## config.mk

```make
export PLATFORM = sky130hd
export DESIGN_NAME = cart_bus_responder_flat
export DESIGN_NICKNAME = d
export VERILOG_FILES = /design/src/rtl/cart_bus_responder_if.sv /design/src/rtl/cart_bus_responder.sv /design/src/flat_wrapper.sv
export SDC_FILE = /design/constraint.sdc
export NUM_CORES = 1
export LEC_CHECK = 0
export CAP_MARGIN = 20
export CORE_ASPECT_RATIO = 1.2
export CORE_MARGIN = 1
export CORE_UTILIZATION = 31
export CTS_CLUSTER_DIAMETER = 60
export CTS_CLUSTER_SIZE = 16
export DETAILED_ROUTE_END_ITERATION = 6
export PLACE_DENSITY_LB_ADDON = 0.08
export SYNTH_ARGS = -nofsm -noshare
export SYNTH_HDL_FRONTEND = slang
export SYNTH_SLANG_ARGS = --single-unit
```

## constraint.sdc

```tcl
create_clock -name clk_8m -period 2.5 [get_ports clk_8m]
set_input_delay 0.75 -clock clk_8m [delete_from_list [all_inputs] [get_ports clk_8m]]
set_output_delay 0.75 -clock clk_8m [all_outputs]
set_load 0.05 [all_outputs]
```

## src/rtl/cart_bus_responder_if.sv

```systemverilog
// Cartridge bus pins plus backing-memory request port seen by cart_bus_responder.
// slave = responder side, master = external bus master and memory backend.
interface cart_bus_responder_if;
    logic [15:0] bus_a;
    logic [7:0]  bus_d_in;
    logic        bus_nrd;
    logic        bus_nwr;
    logic        bus_ncs;
    logic [7:0]  bus_d_out;
    logic        bus_d_oe;
    logic [21:0] mem_addr;
    logic        mem_rd;
    logic        mem_wr;
    logic [7:0]  mem_wdata;
    logic [7:0]  mem_rdata;
    logic        mem_ack;

    modport slave (
        input  bus_a, bus_d_in, bus_nrd, bus_nwr, bus_ncs, mem_rdata, mem_ack,
        output bus_d_out, bus_d_oe, mem_addr, mem_rd, mem_wr, mem_wdata
    );

    modport master (
        output bus_a, bus_d_in, bus_nrd, bus_nwr, bus_ncs, mem_rdata, mem_ack,
        input  bus_d_out, bus_d_oe, mem_addr, mem_rd, mem_wr, mem_wdata
    );
endinterface

```

## src/rtl/cart_bus_responder.sv

```systemverilog
// Cartridge-side DMG bus target: synchronizes the async bus, decodes ROM/RAM/MBC1 bank
// register, and turns bus reads/writes into single-outstanding backing-memory requests.
module cart_bus_responder #(
    parameter int unsigned SETTLE_CYC = 2,
    parameter int unsigned BANK_BITS  = 5,
    parameter logic [3:0]  RAM_EN_KEY = 4'hA
) (
    input logic                 clk_8m,
    input logic                 rst_n,
    cart_bus_responder_if.slave bus
);
    typedef enum logic [3:0] {
        IDLE, SETTLE, RD_REQ, RD_WAIT, RD_HOLD, WR_WAIT, WR_DEC, WR_ACK, DONE
    } state_t;

    localparam logic [2:0] CNT_LAST = 3'(SETTLE_CYC - 1);

    state_t state, state_next;

    logic [15:0] a_m, a_s;
    logic [7:0]  d_m, d_s;
    logic        nrd_m, nrd_s, nwr_m, nwr_s, ncs_m, ncs_s;

    logic [2:0]           cnt;
    logic [15:0]          settle_addr;
    logic [15:0]          wr_addr;
    logic [7:0]           wr_data;
    logic                 wr_ncs;
    logic [BANK_BITS-1:0] rom_bank;
    logic                 ram_en;
    logic                 busy;
    logic [7:0]           d_out_q;
    logic [21:0]          mem_addr_q;
    logic [7:0]           mem_wdata_q;

    logic        rd_hit, wr_hit, addr_stable;
    logic [21:0] rd_addr;
    logic        mem_rd_c, mem_wr_c, oe_c;

    always_ff @(posedge clk_8m or negedge rst_n) begin
        if (!rst_n) begin
            a_m   <= '0;
            a_s   <= '0;
            d_m   <= '0;
            d_s   <= '0;
            nrd_m <= 1'b1;
            nrd_s <= 1'b1;
            nwr_m <= 1'b1;
            nwr_s <= 1'b1;
            ncs_m <= 1'b1;
            ncs_s <= 1'b1;
        end else begin
            a_m   <= bus.bus_a;
            a_s   <= a_m;
            d_m   <= bus.bus_d_in;
            d_s   <= d_m;
            nrd_m <= bus.bus_nrd;
            nrd_s <= nrd_m;
            nwr_m <= bus.bus_nwr;
            nwr_s <= nwr_m;
            ncs_m <= bus.bus_ncs;
            ncs_s <= ncs_m;
        end
    end

    assign addr_stable = (a_s == settle_addr);
    assign rd_hit = !settle_addr[15] || (settle_addr[15:13] == 3'b101 && !ncs_s && ram_en);
    assign wr_hit = (wr_addr[15:13] == 3'b101) && !wr_ncs && ram_en;

    always_comb begin
        if (!settle_addr[15])
            rd_addr = {(settle_addr[14] ? 8'(rom_bank) : 8'h00), settle_addr[13:0]};
        else
            rd_addr = {1'b1, 8'h00, settle_addr[12:0]};
    end

    always_ff @(posedge clk_8m or negedge rst_n) begin
        if (!rst_n) begin
            state       <= IDLE;
            cnt         <= '0;
            settle_addr <= '0;
            wr_addr     <= '0;
            wr_data     <= '0;
            wr_ncs      <= 1'b1;
            rom_bank    <= BANK_BITS'(1);
            ram_en      <= 1'b0;
            busy        <= 1'b0;
            d_out_q     <= '0;
            mem_addr_q  <= '0;
            mem_wdata_q <= '0;
        end else begin
            state <= state_next;

            if (state_next == SETTLE && state != SETTLE) begin
                settle_addr <= a_s;
                cnt         <= '0;
            end else if (state == SETTLE) begin
                if (!addr_stable) begin
                    settle_addr <= a_s;
                    cnt         <= '0;
                end else if (cnt != CNT_LAST) begin
                    cnt <= cnt + 3'd1;
                end
            end

            if (state_next == RD_REQ)
                mem_addr_q <= rd_addr;
            if (state == RD_WAIT && state_next == RD_HOLD)
                d_out_q <= bus.mem_rdata;

            // Keep the last address/data seen while the strobe was low; the bus may move after nWR rises.
            if (state_next == WR_WAIT && !nwr_s) begin
                wr_addr <= a_s;
                wr_data <= d_s;
                wr_ncs  <= ncs_s;
            end

            if (state == WR_WAIT && state_next == WR_DEC && wr_addr[15:13] == 3'b101) begin
                mem_addr_q  <= {1'b1, 8'h00, wr_addr[12:0]};
                mem_wdata_q <= wr_data;
            end

            if (state == WR_DEC) begin
                if (wr_addr[15:13] == 3'b000)
                    ram_en <= (wr_data[3:0] == RAM_EN_KEY);
                else if (wr_addr[15:13] == 3'b001)
                    rom_bank <= (wr_data[BANK_BITS-1:0] == '0) ? BANK_BITS'(1) : wr_data[BANK_BITS-1:0];
            end

            if (mem_rd_c || mem_wr_c)
                busy <= 1'b1;
            else if (bus.mem_ack)
                busy <= 1'b0;
        end
    end

    // A dropped read may still be outstanding; new requests wait for its ack.
    always_comb begin
        state_next = state;
        unique case (state)
            IDLE: begin
                if (!nrd_s && nwr_s)
                    state_next = SETTLE;
                else if (nrd_s && !nwr_s)
                    state_next = WR_WAIT;
            end
            SETTLE: begin
                if (nrd_s)
                    state_next = IDLE;
                else if (addr_stable && cnt == CNT_LAST) begin
                    if (!rd_hit)
                        state_next = DONE;
                    else if (!busy)
                        state_next = RD_REQ;
                end
            end
            RD_REQ:  state_next = RD_WAIT;
            RD_WAIT: begin
                if (nrd_s)
                    state_next = IDLE;
                else if (bus.mem_ack)
                    state_next = RD_HOLD;
            end
            RD_HOLD: begin
                if (!nwr_s)
                    state_next = WR_WAIT;
                else if (nrd_s)
                    state_next = IDLE;
                else if (!addr_stable)
                    state_next = SETTLE;
            end
            WR_WAIT: if (nwr_s) state_next = WR_DEC;
            WR_DEC: begin
                if (!wr_hit)
                    state_next = IDLE;
                else if (!busy)
                    state_next = WR_ACK;
            end
            WR_ACK:  if (bus.mem_ack) state_next = IDLE;
            DONE:    if (nrd_s) state_next = IDLE;
            default: state_next = IDLE;
        endcase
    end

    always_comb begin
        mem_rd_c = (state == RD_REQ);
        mem_wr_c = (state == WR_DEC) && wr_hit && !busy;
        oe_c     = rst_n && (state == RD_HOLD) && !nrd_s && nwr_s && addr_stable;
    end

    assign bus.bus_d_out = d_out_q;
    assign bus.bus_d_oe  = oe_c;
    assign bus.mem_addr  = mem_addr_q;
    assign bus.mem_rd    = mem_rd_c;
    assign bus.mem_wr    = mem_wr_c;
    assign bus.mem_wdata = mem_wdata_q;
endmodule

```

## src/flat_wrapper.sv

```systemverilog
// flat-port wrapper written by rule: the top's interface ports become plain ports
module cart_bus_responder_flat 
#(
    parameter int unsigned SETTLE_CYC = 2,
    parameter int unsigned BANK_BITS  = 5,
    parameter logic [3:0]  RAM_EN_KEY = 4'hA
)
  (clk_8m, rst_n, bus_bus_a, bus_bus_d_in, bus_bus_nrd, bus_bus_nwr, bus_bus_ncs, bus_mem_rdata, bus_mem_ack, bus_bus_d_out, bus_bus_d_oe, bus_mem_addr, bus_mem_rd, bus_mem_wr, bus_mem_wdata);
  cart_bus_responder_if bus_i ();
  input logic clk_8m;
  input logic rst_n;
  input wire logic [$bits(bus_i.bus_a)-1:0] bus_bus_a;
  input wire logic [$bits(bus_i.bus_d_in)-1:0] bus_bus_d_in;
  input wire logic [$bits(bus_i.bus_nrd)-1:0] bus_bus_nrd;
  input wire logic [$bits(bus_i.bus_nwr)-1:0] bus_bus_nwr;
  input wire logic [$bits(bus_i.bus_ncs)-1:0] bus_bus_ncs;
  input wire logic [$bits(bus_i.mem_rdata)-1:0] bus_mem_rdata;
  input wire logic [$bits(bus_i.mem_ack)-1:0] bus_mem_ack;
  output wire logic [$bits(bus_i.bus_d_out)-1:0] bus_bus_d_out;
  output wire logic [$bits(bus_i.bus_d_oe)-1:0] bus_bus_d_oe;
  output wire logic [$bits(bus_i.mem_addr)-1:0] bus_mem_addr;
  output wire logic [$bits(bus_i.mem_rd)-1:0] bus_mem_rd;
  output wire logic [$bits(bus_i.mem_wr)-1:0] bus_mem_wr;
  output wire logic [$bits(bus_i.mem_wdata)-1:0] bus_mem_wdata;
  assign bus_i.bus_a = bus_bus_a;
  assign bus_i.bus_d_in = bus_bus_d_in;
  assign bus_i.bus_nrd = bus_bus_nrd;
  assign bus_i.bus_nwr = bus_bus_nwr;
  assign bus_i.bus_ncs = bus_bus_ncs;
  assign bus_i.mem_rdata = bus_mem_rdata;
  assign bus_i.mem_ack = bus_mem_ack;
  assign bus_bus_d_out = bus_i.bus_d_out;
  assign bus_bus_d_oe = bus_i.bus_d_oe;
  assign bus_mem_addr = bus_i.mem_addr;
  assign bus_mem_rd = bus_i.mem_rd;
  assign bus_mem_wr = bus_i.mem_wr;
  assign bus_mem_wdata = bus_i.mem_wdata;
  cart_bus_responder #(.SETTLE_CYC(SETTLE_CYC), .BANK_BITS(BANK_BITS), .RAM_EN_KEY(RAM_EN_KEY)) u_core (.clk_8m(clk_8m), .rst_n(rst_n), .bus(bus_i));
endmodule
```

-- Yosys cells after proc, flatten, opt, wreduce, memory -nomap -nowiden
Index checks and enable logic that the tools add are counted.
- equality and inequality tests: 23
- multiplexer cells: 31
- bitwise gates (word level): 1
- $add $sub $neg: 1
- reductions and logical operators: 36
- operators by type and width (cell ; count):
    two-way mux 22 bit ; 3
    two-way mux 4 bit ; 16
    two-way mux 16 bit ; 3
    one-hot mux 4 bit (9 select lines) ; 1
    == test 4 x 3 -> 1 bit (second input constant) ; 7
    logical AND 1 bit ; 18
    == test 16 bit ; 1
    == test 4 x 2 -> 1 bit (second input constant) ; 3
    two-way mux 3 bit ; 4
    two-way mux 5 bit ; 2
    == test 4 x 1 -> 1 bit (second input constant) ; 2
    == test 4 bit (second input constant) ; 2
    == test 3 x 1 -> 1 bit (second input constant) ; 2
    == test 3 bit (second input constant) ; 2
    zero test 1 bit ; 6
    AND reduction 2 bit ; 3
    nonzero test 2 bit ; 3
    zero test 5 bit ; 1
    zero test 4 bit ; 1
    != test 4 x 1 -> 1 bit (second input constant) ; 1
    adder 3 x 1 -> 3 bit (second input constant) ; 1
    zero test 3 bit ; 1
    != test 3 x 1 -> 1 bit (second input constant) ; 1
    != test 3 bit (second input constant) ; 1
    other kinds (5) ; 7
- register bits after elaboration: 147

-- Logic depth before layout (Yosys ltp)
- depth in word-level cells: 12
- mapped depth: 11
- gate-level depth less buffers: 9

-- Least setup slack after synthesis
OpenSTA, ideal clock, no wires.
- kind: flip-flop to output port
- from: reg u_core.state[3]
- to: out bus_mem_wr
- setup slack: -728 ps
- cell stages (with the launch flop): 5
- data arrival time: 2478 ps
- data required time: 1750 ps
- buffers on the path: 1
- path through: dfrtp_1 buf_4 and4bb_1 nand2_1 nor4b_1
- cells in the longest elaborated chain, start to end: 3
- RTL lines (what ; line ; source):
    from (decl) ; cart_bus_responder.sv:18 ; state_t state, state_next;
    from (signal assigned) ; cart_bus_responder.sv:92 ; state <= state_next;
    == test 4 x 3 -> 1 bit ; cart_bus_responder.sv:187 ; mem_wr_c = (state == WR_DEC) && wr_hit && !busy;
    logical AND 1 bit (2 in a row) ; cart_bus_responder.sv:187 ;
    to (decl) ; flat_wrapper.sv:23 ; output wire logic [$bits(bus_i.mem_wr)-1:0] bus_mem_wr;
No other way between the ends.

-- Worst setup path in the final report
- from: reg u_core.a_s[12]
- to: out bus_bus_d_oe
- cells in the longest elaborated chain, start to end: 2
- RTL lines (what ; line ; source):
    from (decl) ; cart_bus_responder.sv:20 ; logic [15:0] a_m, a_s;
    from (signal assigned) ; cart_bus_responder.sv:54 ; a_s <= a_m;
    == test 16 bit ; cart_bus_responder.sv:66 ; assign addr_stable = (a_s == settle_addr);
    logical AND 1 bit ; cart_bus_responder.sv:188 ; oe_c = rst_n && (state == RD_HOLD) && !nrd_s && nwr_s && addr_stable;
    to (decl) ; flat_wrapper.sv:20 ; output wire logic [$bits(bus_i.bus_d_oe)-1:0] bus_bus_d_oe;
No other way between the ends.

==> flow_results.org <==
** Drt
- The count of nets left with antenna violations once routing finished came out at 0.
- The first TritonRoute pass finished after 4 iterations.
- DRC violation count after routing :: 0
- After detailed routing, the number of vias per cell comes to between 4 and 5.
- Routed wire length :: 12.3 mm
- In this run, the number of DRC markers left after iteration 0 of detailed routing was roughly 130.
- Via count :: 3614
- Dividing the detail-routed wire length by the instance count gives 15.9 µm.

** Run status
- Failing checks :: setup timing
- Run status :: finished, violations left

** Power and ir drop
- In this run, flip-flops and latches consume 35.0% of the power.
- Power dissipated by switching net loads :: 3.64 mW
- The design draws 10.2 mW.
- Internal power comes to between 6 and 7 mW.
- The clock network is responsible for between 20% and 30% of the overall power.
- Switching part of the total power :: 35.7%
- Maximum VDD drop :: 0.442 mV
- For this design the static power due to leakage is 3.46 nW.
- Of the total power, combinational logic draws 41.1%.
- Ratio of total power to cell area :: 1270 nW/µm²

** Floorplan
- Top-level port count :: between 70 and 80
- Total die area :: 18600 µm²
- Die Span X :: approximately 120 µm
- Starting density of the core :: 31.9%
- Total core area :: 17600 µm²
- In this run the core area contains 53 standard-cell rows.
- Measured along the y axis, the die boundary spans 149 µm.

** Final layout
- The filler cells instantiated in the layout total between 1500 and 2000.
- In the final design database the tool counted 582 nets.
- Syn-to-layout area delta :: 43.3%
- Final non-filler cell total :: 775
- Diode insertion count for antenna repair :: 0
- The post-route netlist has around 37% of its cells at a drive strength greater than 1.
- Core occupancy in the finished layout :: between 40% and 50%

** Synth
- Count of flip-flops with a built-in enable after synthesis :: 0
- Unique cell type count in the Yosys netlist :: 51
- Fraction of synthesis flops using an asynchronous set or reset pin :: 100%
- Each instance of the synthesized netlist takes up on average 14.1 µm².
- Count of warnings emitted by yosys :: 0
- Summing the sequential cell areas from Yosys gives 65.0% of the chip area.
- Summing every instance area after synthesis gives 5600 µm².
- Post-Syn Instances :: 397
- Ys flop type :: dfrtp_1
- In this run, synthesis produced a sequential element count of roughly 150.

** Timing
- The number of failing hold endpoints at the final stage was 0.
- Final Setup Violations :: 44
- Worst hold-check slack :: around 0.12 ns
- Dividing the final minimum period by the clock period gives 115%.
- Static timing analysis puts the maximum clock frequency at approximately 350 MHz.
- The routed design could run at a clock period as short as 2.89 ns.
- Max Slew Vio Count :: 0
- Transition at the pin with the smallest max-transition slack :: approximately 0.76 ns
- Slack of the critical path :: -0.387 ns
- Unrepaired setup endpoints after global routing :: true
- On the final layout, the worst clock skew is about 0.0091 ns.
- Max-slew headroom :: 49.1%

** Clock tree
- The longest clock path from root to sink contains 2 buffers.
- Clock slew at reported path FFs :: 0.06 ns
- Clock latency at the later pin of the worst-skew pair :: between 0.4 and 0.5 ns
- The number of hold buffers added after CTS was 0.
- Clock tree sinks :: 145
- Clock tree from TritonCTS :: yes
- The tree is rooted in a clkbuf_16.
- The clock tree synthesis step divided the H-tree into 4 levels.
- Num CTS Buffers :: 17

** GRT
- The initial antenna violation count was 0.
- Total Routing Usage GR :: 13.4%
- First-pass GRT wire length :: 19.3 mm
- Entering global routing, the biggest net connects between 80 and 90 pins.
- Summed over all layers, the global routing overflow is 0.
- Number of global-route vias before repair :: about 3700

** Place
- After legalization and detailed placement, the total HPWL measured 7.65 mm.
- At the end of routability-driven placement, the weighted congestion stood at 0.790.
- Timing analysis after detailed placement gives a worst setup slack of -0.487 ns.
- The count of buffers added on input and output ports is 76.
- Once placement completed, the tool counted placed cells totaling 726.

** Critical path
- Type of the worst setup path :: reg2out
- Kind of capture point of the worst setup path :: output port
- In this run the register-to-register setup slack is -0.23 ns.
- Data arrives at the worst endpoint at approximately 2.1 ns.
- CP Capture Point :: bus_bus_d_oe
- Required arrival time at the worst endpoint :: ~1.8 ns
- Of all nets on the critical path, the largest fanout is 2.
- Tracing the worst setup path back leads to its startpoint at u_core.a_s[12]$_DFF_PN0_.
- In this run the critical register-to-register path is captured at u_core.settle_addr[5]$_DFFE_PN0P_.
- Reg2reg path depth :: 11
- The worst setup path is launched from a flop.
- Startpoint of the most critical register-to-register path :: u_core.a_s[12]$_DFF_PN0_

** Hold path
- Tightest Hold Check Type :: in2async

** Job
- The tool flagged a number of max-cap violations equal to 0.
[through the flow]
step,setup TNS (ns),cell area (µm²)
detailed placement,-15.40,7020
CTS,-3.72,7630
finish,-5.78,8020
global route,-12.98,8020
floorplan,-0.0398,5630
global placement,-15.34,7020
[what timing repair did]
item,CTS,global route
cloned,0,4
pin swaps,6,20
endpoints found under the hold margin,0,0
setup buffers,1,12
gates resized for setup,5,51
endpoints found under the setup margin,46,46
[area by class of cell]
class / instances / area, µm² / share of cell area [%]
sequential: 145 / 3640 / 45.4
tap: 220 / 275 / 3.43
timing repair buffer: 141 / 1470 / 18.4
inverter: 7 / 26.3 / 0.328
clock inverter: 15 / 149 / 1.86
clock buffer: 17 / 425 / 5.30
multi-input combinational: 230 / 2030 / 25.3
[placed cells by master, fill, tap and decap left out, types with 4 or more instances in the layout]
cell | synthesis | routed
clkbuf_16 | 0 | 20
inv_1 | 6 | 6
mux2_2 | 39 | 39
clkdlybuf4s50_1 | 0 | 72
buf_12 | 0 | 8
mux2i_1 | 13 | 13
buf_6 | 1 | 9
nand3_1 | 11 | 11
inv_6 | 0 | 5
dfrtp_1 | 137 | 136
xor2_1 | 17 | 17
mux2_4 | 10 | 24
o21ai_0 | 4 | 4
o21ai_2 | 0 | 11
nand3b_1 | 5 | 5
dfstp_2 | 8 | 8
nor3_1 | 5 | 4
nand2_2 | 0 | 7
a21oi_1 | 7 | 7
nor2_1 | 13 | 11
nand2_1 | 25 | 17
nor4_1 | 6 | 4
nor2b_1 | 4 | 4
clkinv_4 | 0 | 5
buf_4 | 3 | 46
nand4_1 | 4 | 4
[routing by layer]
metal | global-route usage [%] | vias up | part of all wire (%)
met5 | 0 | - | 0
met3 | 4.12 | 10 | 3.6
met4 | 5.06 | 0 | 1.3
met1 | 17.1 | 1832 | 45
met2 | 21.3 | 87 | 50
li1 | - | 1685 | -
[flip-flops by register name, summed over array words and instances (netlist names), 4 cells and up]
signal,cells
u_core.wr_data,8
u_core.d_s,8
u_core.a_s,16
u_core.bus.mem_addr,20
u_core.settle_addr,16
u_core.d_m,8
u_core.wr_addr,16
u_core.state,4
u_core.bus.bus_d_out,8
u_core.a_m,16
u_core.bus.mem_wdata,8
u_core.rom_bank,5
[power by group through the flow]
stage	Clock (mW)	Sequential (mW)	Combinational (mW)
3_5_place_dp	0	3.58	3.81
2_1_floorplan	0	4.34	1.67
3_3_place_gp	0	3.57	3.77
5_1_grt	2.64	3.67	4.44
6_report	2.44	3.56	4.18
4_1_cts	2.53	3.55	3.84
[worst min path at each step]
| stage | start | end | slack, ns |
|---|---|---|---|
| finish | rst_n | u_core.busy$_DFFE_PN0P_ | 0.12 |
| global route | rst_n | u_core.busy$_DFFE_PN0P_ | 0.1 |
| CTS | rst_n | u_core.busy$_DFFE_PN0P_ | 0.10 |
| detailed placement | u_core.a_m[4]$_DFF_PN0_ | u_core.a_s[4]$_DFF_PN0_ | 0.33 |
| global placement | u_core.d_m[7]$_DFF_PN0_ | u_core.d_s[7]$_DFF_PN0_ | 0.33 |
| floorplan | u_core.a_m[0]$_DFF_PN0_ | u_core.a_s[0]$_DFF_PN0_ | 0.33 |
[critical path, stage by stage (launching register included)]
cell and delay, ns:
dfrtp_1 0.40, xor2_1 0.18, nor4_2 0.28, buf_4 0.15, nand4_1 0.17, or2_4 0.30, nor2_4 0.10, buf_12 0.14
[Yosys cell counts (4+ instances only)]
library cell | instances | area (µm²)
a21oi_1 | 7 | 35.0
xor2_1 | 17 | 149
clkbuf_1 | 7 | 26.3
nand3_1 | 11 | 55.1
dfstp_2 | 8 | 210
mux2_4 | 10 | 150
mux2_1 | 15 | 169
o21ai_0 | 4 | 20.0
buf_2 | 4 | 20.0
mux2i_1 | 13 | 130
nor4_1 | 6 | 37.5
nand3b_1 | 5 | 37.5
nor3_1 | 5 | 25.0
mux2_2 | 39 | 439
nor2_1 | 13 | 48.8
nand4_1 | 4 | 25.0
nand2_1 | 25 | 93.8
nor2b_1 | 4 | 25.0
inv_1 | 6 | 22.5
o21ai_1 | 14 | 70.1
dfrtp_1 | 137 | 3430
[kinds of logic after synthesis]
group	synth area share (%)
compound gates	4.56
xor+xnor	2.66
fa+ha+maj	0.447
buf+inv	2.17
flops	65.0
mux	15.9
other cells	0.0670
simple gates	9.25
(Power assumes the default switching activity.)
